`src/rtl/vram_host_pkg.sv`:
```
// Shared constants and types for the host-side VRAM write front end.
package vram_host_pkg;

  localparam int unsigned VRAM_AW   = 13;
  localparam int unsigned DATA_W    = 8;
  localparam int unsigned REG_SEL_W = 2;
  localparam int unsigned CTRL_W    = 2;

  localparam logic [REG_SEL_W-1:0] REG_ADDR_LO = 2'd0;
  localparam logic [REG_SEL_W-1:0] REG_ADDR_HI = 2'd1;
  localparam logic [REG_SEL_W-1:0] REG_DATA    = 2'd2;
  localparam logic [REG_SEL_W-1:0] REG_CTRL    = 2'd3;

  localparam int unsigned CTRL_STRIDE_BIT = 0;
  localparam int unsigned CTRL_INC_BIT    = 1;

  localparam logic [CTRL_W-1:0] CTRL_RESET = 2'b10;

  // One write beat as presented on the VRAM write interface.
  typedef struct packed {
    logic [VRAM_AW-1:0] addr;
    logic [DATA_W-1:0]  data;
  } vramBeat_t;

endpackage

```
`src/rtl/host_strobe_sync.sv`:
```
// Synchronizes the asynchronous host strobe into clk and emits a registered
// one-cycle pulse on its rising edge. Reset parks every stage at "asserted".
module host_strobe_sync #(
  parameter int unsigned SYNC_STAGES = 2
) (
  input  logic clk,
  input  logic nrst,
  input  logic strbAsync,
  output logic hit
);

  logic [SYNC_STAGES-1:0] syncQ;
  logic                   strbPrev;

  // Forcing the chain high at reset hides a strobe that is already active.
  always_ff @(posedge clk) begin
    if (!nrst) begin
      syncQ    <= '1;
      strbPrev <= 1'b1;
      hit      <= 1'b0;
    end else begin
      syncQ    <= {syncQ[SYNC_STAGES-2:0], strbAsync};
      strbPrev <= syncQ[SYNC_STAGES-1];
      hit      <= syncQ[SYNC_STAGES-1] & ~strbPrev;
    end
  end

endmodule

```
`src/rtl/vram_host_writer.sv`:
```
// Host register decode, auto-incrementing VRAM address pointer and the
// registered single-cycle VRAM write port.
module vram_host_writer
  import vram_host_pkg::*;
#(
  parameter int unsigned ROW_STRIDE  = 40,
  parameter int unsigned SYNC_STAGES = 2
) (
  input  logic                 clk,
  input  logic                 nrst,
  input  logic                 hostCs_n,
  input  logic                 hostWr_n,
  input  logic [REG_SEL_W-1:0] hostRegSel,
  input  logic [DATA_W-1:0]    hostData,
  output logic [VRAM_AW-1:0]   vramWrAddr,
  output logic [DATA_W-1:0]    vramWrData,
  output logic                 vramWr
);

  localparam logic [VRAM_AW-1:0] STEP_ROW = VRAM_AW'(ROW_STRIDE);
  localparam logic [VRAM_AW-1:0] STEP_ONE = VRAM_AW'(1);

  logic               strb;
  logic               hit;
  logic [VRAM_AW-1:0] addr;
  logic [VRAM_AW-1:0] step;
  logic [CTRL_W-1:0]  ctrl;
  vramBeat_t          beat;
  logic               wrPulse;

  assign strb = ~hostCs_n & ~hostWr_n;

  host_strobe_sync #(
    .SYNC_STAGES(SYNC_STAGES)
  ) uStrobeSync (
    .clk       (clk),
    .nrst      (nrst),
    .strbAsync (strb),
    .hit       (hit)
  );

  assign step = ctrl[CTRL_STRIDE_BIT] ? STEP_ROW : STEP_ONE;

  // Register map decode; address/data are stable by the host contract at hit.
  always_ff @(posedge clk) begin
    if (!nrst) begin
      addr    <= '0;
      ctrl    <= CTRL_RESET;
      beat    <= '0;
      wrPulse <= 1'b0;
    end else begin
      wrPulse <= 1'b0;
      if (hit) begin
        case (hostRegSel)
          REG_ADDR_LO: addr[DATA_W-1:0] <= hostData;
          REG_ADDR_HI: addr[VRAM_AW-1:DATA_W] <= hostData[VRAM_AW-DATA_W-1:0];
          REG_DATA: begin
            beat.addr <= addr;
            beat.data <= hostData;
            wrPulse   <= 1'b1;
            if (ctrl[CTRL_INC_BIT]) begin
              addr <= addr + step;
            end
          end
          REG_CTRL: ctrl <= hostData[CTRL_W-1:0];
          default: ;
        endcase
      end
    end
  end

  assign vramWrAddr = beat.addr;
  assign vramWrData = beat.data;
  assign vramWr     = wrPulse;

endmodule
```
`config.mk`:
```
export PLATFORM = sky130hd
export DESIGN_NAME = vram_host_writer
export DESIGN_NICKNAME = d
export VERILOG_FILES = /design/src/rtl/vram_host_pkg.sv /design/src/rtl/host_strobe_sync.sv /design/src/rtl/vram_host_writer.sv
export SDC_FILE = /design/constraint.sdc
export NUM_CORES = 1
export LEC_CHECK = 0
export CORE_MARGIN = 2
export CORE_UTILIZATION = 55
export CTS_CLUSTER_SIZE = 16
export DETAILED_ROUTE_END_ITERATION = 10
export GPL_ROUTABILITY_DRIVEN = 0
export MAX_ROUTING_LAYER = met4
export PLACE_DENSITY = 0.9
export SYNTH_ARGS = -nofsm -noshare
export SYNTH_HDL_FRONTEND = slang
export SYNTH_SLANG_ARGS = --single-unit
```
`constraint.sdc`:
```
create_clock -name clk -period 2.7 [get_ports clk]
set_input_delay 0.54 -clock clk [delete_from_list [all_inputs] [get_ports clk]]
set_output_delay 0.54 -clock clk [all_outputs]
set_load 0.03 [all_outputs]
```
# --- Word level (Yosys, flattened, before mapping) ---
# Index checks and enable logic that the tools add are counted.
word_totals:
  reg_bits: 41
  inputBits: 14
  output_inout_bits: 22
  elab_cells: 32
op_classes:
  n_addsub: 1
  n_eq_ne: 4
  muxes: 5
  bitwise_logic: 5
  n_reduce_logical: 8
ops:
  columns: ["cell", "n"]
  rows:
  - ["case mux 8 bit (2 select lines)", 1]
  - ["adder 13 x 6 -> 13 bit", 1]
  - ["two-way mux 13 bit", 1]
  - ["case mux 5 bit (2 select lines)", 1]
  - ["two-way mux 6 bit", 1]
  - ["AND reduction 2 bit", 3]
  - ["AND reduction 3 bit", 2]
  - ["== test 2 bit, second input constant", 2]
  - ["nonzero test 2 bit", 2]
  - ["inverter 1 bit", 3]
  - ["AND 1 bit", 2]
  - ["== test 2 x 1 -> 1 bit, second input constant", 1]
  - ["logical NOT 2 bit", 1]
  - ["inequality test 2 bit, second input constant", 1]
  - ["two-way mux 1 bit", 1]

# --- Longest topological paths before layout ---
logic_depth:
  ltp_word: 4
  ltp_mapped: 7
  depth_no_buf: 7

# --- Cells and area by module ---
# Synthesis repeated with hierarchy kept, for this count alone.
unflattened:
  hier_cells: 237
  area_unflattened_um2: 1915.6
by_module_without_submodules:
  columns: ["mod", "n_inst", "cells_per_inst", "area_each_um2", "seq_area_each_um2"]
  rows:
  - ["vram_host_writer", 1, 229, 1808.0, 740.7]
  - ["host_strobe_sync", 1, 8, 107.6, 80.1]

# --- Worst setup path after synthesis ---
# No wires, ideal clock.
synth_path:
  path_kind: "register -> register"
  start: "reg ctrl[0]"
  end: "reg addr[6]"
  setup_time_ns: 0.136
  arrival_ns: 1.604
  path_slack_ns: 0.960
  path_stages_with_launch: 8
  synth_period_minus_slack_ns: 1.740
  path_cell_list: "dfxtp_1 inv_1 ha_1 ha_1 a31o_2 a311o_1 a21oi_1 a211oi_1"
synth_via:
  elab_chain_cells: 4
synth_lines:
  columns: ["element", "line_no", "rtl"]
  rows:
  - ["start, declared", "vram_host_writer.sv:27", "logic [CTRL_W-1:0] ctrl;"]
  - ["start signal, assigned", "vram_host_writer.sv:65", "REG_CTRL: ctrl <= hostData[CTRL_W-1:0];"]
  - ["two-way mux 6 bit", "vram_host_writer.sv:42", "assign step = ctrl[CTRL_STRIDE_BIT] ? STEP_ROW : STEP_ONE;"]
  - ["adder 13 x 6 -> 13 bit", "vram_host_writer.sv:62", "addr <= addr + step;"]
  - ["two-way mux 13 bit", "vram_host_writer.sv:61", "if (ctrl[CTRL_INC_BIT]) begin"]
  - ["case mux 8 bit (2 select lines)", "vram_host_writer.sv:54", "case (hostRegSel)"]
  - ["end signal, assigned by index", "vram_host_writer.sv:55", "REG_ADDR_LO: addr[DATA_W-1:0] <= hostData;"]
  - ["end signal, assigned by index", "vram_host_writer.sv:56", "REG_ADDR_HI: addr[VRAM_AW-1:DATA_W] <= hostData[VRAM_AW-DATA_W-1:0];"]
  - ["end signal, assigned", "vram_host_writer.sv:62", null]
  - ["end, declared", "vram_host_writer.sv:25", "logic [VRAM_AW-1:0] addr;"]
# No other way between the ends. The select of a mux whose other input is x is not followed.
# A chain may end at the register's enable or synchronous reset.

# --- Worst setup path after layout ---
layout_path:
  start: "reg ctrl[0]"
  end: "reg addr[8]"
layout_via:
  elab_chain_cells: 4
layout_lines:
  columns: ["element", "line_no"]
  rows:
  - ["two-way mux 6 bit", "vram_host_writer.sv:42"]
  - ["adder 13 x 6 -> 13 bit", "vram_host_writer.sv:62"]
  - ["two-way mux 13 bit", "vram_host_writer.sv:61"]
  - ["case mux 5 bit (2 select lines)", "vram_host_writer.sv:54"]
# No other way between the ends. The select of a mux whose other input is x is not followed.

==> results.toml <==
[critical_path]
max_stage_delay_ns = 0.42
crit_required_ns = 2.95
worstPathArrival_ns = 2.21
crit_type = "flop to flop"
path_delay_family = "compound AO/OA/AOI/OAI gates"
path_max_fanout = 4
critPathLaunchType = "flop"
cp-end-kind = "flop"
crit_buf_inv = 1
regToRegStartpoint = "ctrl[0]$_SDFFE_PN0P_"
crit_path_top_delay_cell = "dfxtp_1"
r2r_cells = 7
path_cells = "inv_1 -> ha_1 -> ha_1 -> a311oi_1 -> or3_1 -> nor4_1 -> o31a_1"
cpMostUsedCell = "ha_1"
rrSetupSlack_ns = 0.74
r2r-end = "addr[8]$_SDFFE_PN0P_"

[global_routing]
grt_pass1_vias = 1592
grt_first_pass_wirelength_um = 7470
antenna_found_initial = 0
grt.overflow.total = 0
grt_max_degree = 23
track_usage = 0.245

[timing]
slew_headroom = 0.568
tightest_slew_ns = 0.648
slew_violations = 0
layout_setup_ws_ns = 0.741
timing.fmax_ghz = 0.511
min_period_over_period = 0.725
min_period_ns = 1.96
tns_ns = 0
fin_hold_ws_ns = 0.386
rsz0062_at_grt = "no"
hold_viol = 0
fin_skew_ns = 0.0104
setup_violations = 0

[detailed_routing]
dr.pass1.iters = 5
drc = 0
viasPerCell = 5.83
wl_met3_um = 358
routedWlPerCell_um = 14.1
wl_met1_um = 1860
finalWirelength_um = 4390
vias = 1820
drt-initial-drc-count = 153
route.met2.wl_um = 2120
highest_layer = "met4"
antenna_left = 0

[synthesis]
synth_mux_area_frac = 0.0106
synthAdderAreaFrac = 0.0265
yosys_warnings = 0
synth-edff-count = 0
syn_area_mm2 = 0.00189
seq_area_frac_synth = 0.434
synth_seq_cells = 41
synth_compound_area_frac = 0.230
syn_area_per_cell_um2 = 8.18
synthTopCellsByArea = "dfxtp_1, nand2_1, a21oi_1"
synth-simple-area-share = 0.243
yosysTopAreaCellShare = 0.434
synth_top_family_by_area = "simple AND/OR/NAND/NOR gates"
synthesis.nets = 249
yosysMostFrequentCell = "nand2_1"
synth_commonest_cells = "nand2_1, dfxtp_1, a21oi_1, nor2_1"
synth_xor_area_frac = 0.00464
synth_area_leader_cell = "dfxtp_1"
async_flop_share = 0
synth_ff_type = "dfxtp_1"
synth_cells = 231
ys_types = 48

[floorplanning]
die_area_mm2 = 0.00392
die_h_um = 62.6
io_pins = 36
die_x_um = 62.6
core_mm2 = 0.00331
start_util = 0.571
core.rowCount = 21

[final_layout]
nFillCells = 264
regArea_um2 = 821
multiInputGateArea_um2 = 973
nets = 283
antennaDiodeCount = 0
fin_cells = 312
drive_gt1_frac = 0.0752
area_growth_pct = 23.6

[power_and_ir_drop]
p_switching_uw = 233
clockPowerShare = 0.330
intPower_uw = 795
p_leak_uw = 0.000833
totalPowerFinal_uw = 1030
netSwitchingFraction = 0.227
power_frac_seq = 0.598
powerDensity_mw_per_mm2 = 440
vdd_drop_max_mv = 0.352
share_comb_of_total_power = 0.072

[cts]
ctsHoldBuffers = 0
clk_path_buf_depth = 2
root_buffer = "clkbuf_4"
clock_latency_ns = 0.35
numClockSinks = 41
cts_resized = 0
clkTransAtPathRegs_ns = 0.12
tritoncts = "built"
post_cts.repair.setup_buffers = 0
cts_htree_levels = 2
numCtsBuffers = 5

[worst_hold_path]
min_to = "uStrobeSync.hit$_SDFF_PN0_"
worstHoldStart = "uStrobeSync.strbPrev$_SDFF_PN1_"
holdPathStages = 1
hp-class = "flop to flop"

[place]
dp.cells = 304
hpwl_um = 3170
pre_cts_ws_ns = 0.479
numPortBuffers = 35

[status]
outcome = "complete, no violations"

[flow_run]
drv_cap = 0
==> cell families (layout without fill, tap and decap cells) <==
logic type      after synthesis  after routing
xor+xnor                      1              1
mux                           2              2
flops                        41             41
fa+ha+maj                     4              4
buf+inv                      18             53
compound gates               66             66
simple gates                 99             99
==> worst max path at each step <==
stage / startpoint / end / slack [ns] / cells after the start
global route: ctrl[0]$_SDFFE_PN0P_ / addr[8]$_SDFFE_PN0P_ / 0.63 / 7
CTS: ctrl[0]$_SDFFE_PN0P_ / addr[6]$_SDFFE_PN0P_ / 0.76 / 7
detailed placement: hostRegSel[1] / addr[12]$_SDFFE_PN0P_ / 0.48 / 6
global placement: hostRegSel[1] / addr[12]$_SDFFE_PN0P_ / 0.53 / 6
finish: ctrl[0]$_SDFFE_PN0P_ / addr[8]$_SDFFE_PN0P_ / 0.74 / 7
floorplan: ctrl[0]$_SDFFE_PN0P_ / addr[6]$_SDFFE_PN0P_ / 0.96 / 7
==> stage by stage <==
step,cell area (um^2),util
6_report,2340,0.706
5_1_grt,2340,0.706
4_1_cts,2340,0.706
3_5_place_dp,2270,0.684
3_3_place_gp,2270,0.684
2_1_floorplan,1890,-
==> worst reg2reg max path, cell delays in order, from the launching register on <==
cell      delay [ns]
dfxtp_1         0.42
inv_1           0.07
ha_1            0.23
ha_1            0.24
a311oi_1        0.34
or3_1           0.23
nor4_1          0.06
o31a_1          0.29
==> layer usage <==
layer,track usage,up-vias
li1,-,894
met1,0.312,837
met2,0.387,85
met3,0.0667,4
met4,0.0611,0
met5,-,-
==> placed cells by master (no fill, tap or decap), types with 3 or more instances in the layout <==
| master | count |
|---|---|
| buf_4 | 7 |
| nand2b_1 | 5 |
| nand3_1 | 7 |
| a21oi_1 | 27 |
| o22ai_1 | 5 |
| inv_1 | 3 |
| nor2_1 | 11 |
| nand2_1 | 55 |
| nand4_1 | 4 |
| clkdlybuf4s50_1 | 35 |
| a31oi_1 | 6 |
| o21ai_0 | 4 |
| dfxtp_1 | 41 |
| a311oi_1 | 3 |
| a22oi_1 | 3 |
| clkbuf_4 | 5 |
| ha_1 | 4 |
==> final cells by class <==
class	count	share of cell area
multi-input combinational	172	0.417
clock buffer	7	0.0279
tap	46	0.0246
inverter	3	0.00482
sequential	41	0.351
clock inverter	1	0.00214
timing repair buffer	42	0.172
==> power by group through the flow <==
stage,clock network (uW),logic [uW],registers [uW]
2_1_floorplan,0,35.6,628
3_5_place_dp,0,72.3,628
5_1_grt,377,80.4,616
4_1_cts,345,73.3,615
6_report,339,73.9,615
3_3_place_gp,0,71.3,628
==> registers in the layout, indices dropped and copies added (netlist names) <==
| register | cells |
|---|---|
| addr | 13 |
| ctrl | 2 |
| uStrobeSync.hit | 1 |
| uStrobeSync.strbPrev | 1 |
| uStrobeSync.syncQ | 2 |
| vramWr | 1 |
| vramWrAddr | 13 |
| vramWrData | 8 |
(Power assumes the default switching activity.)
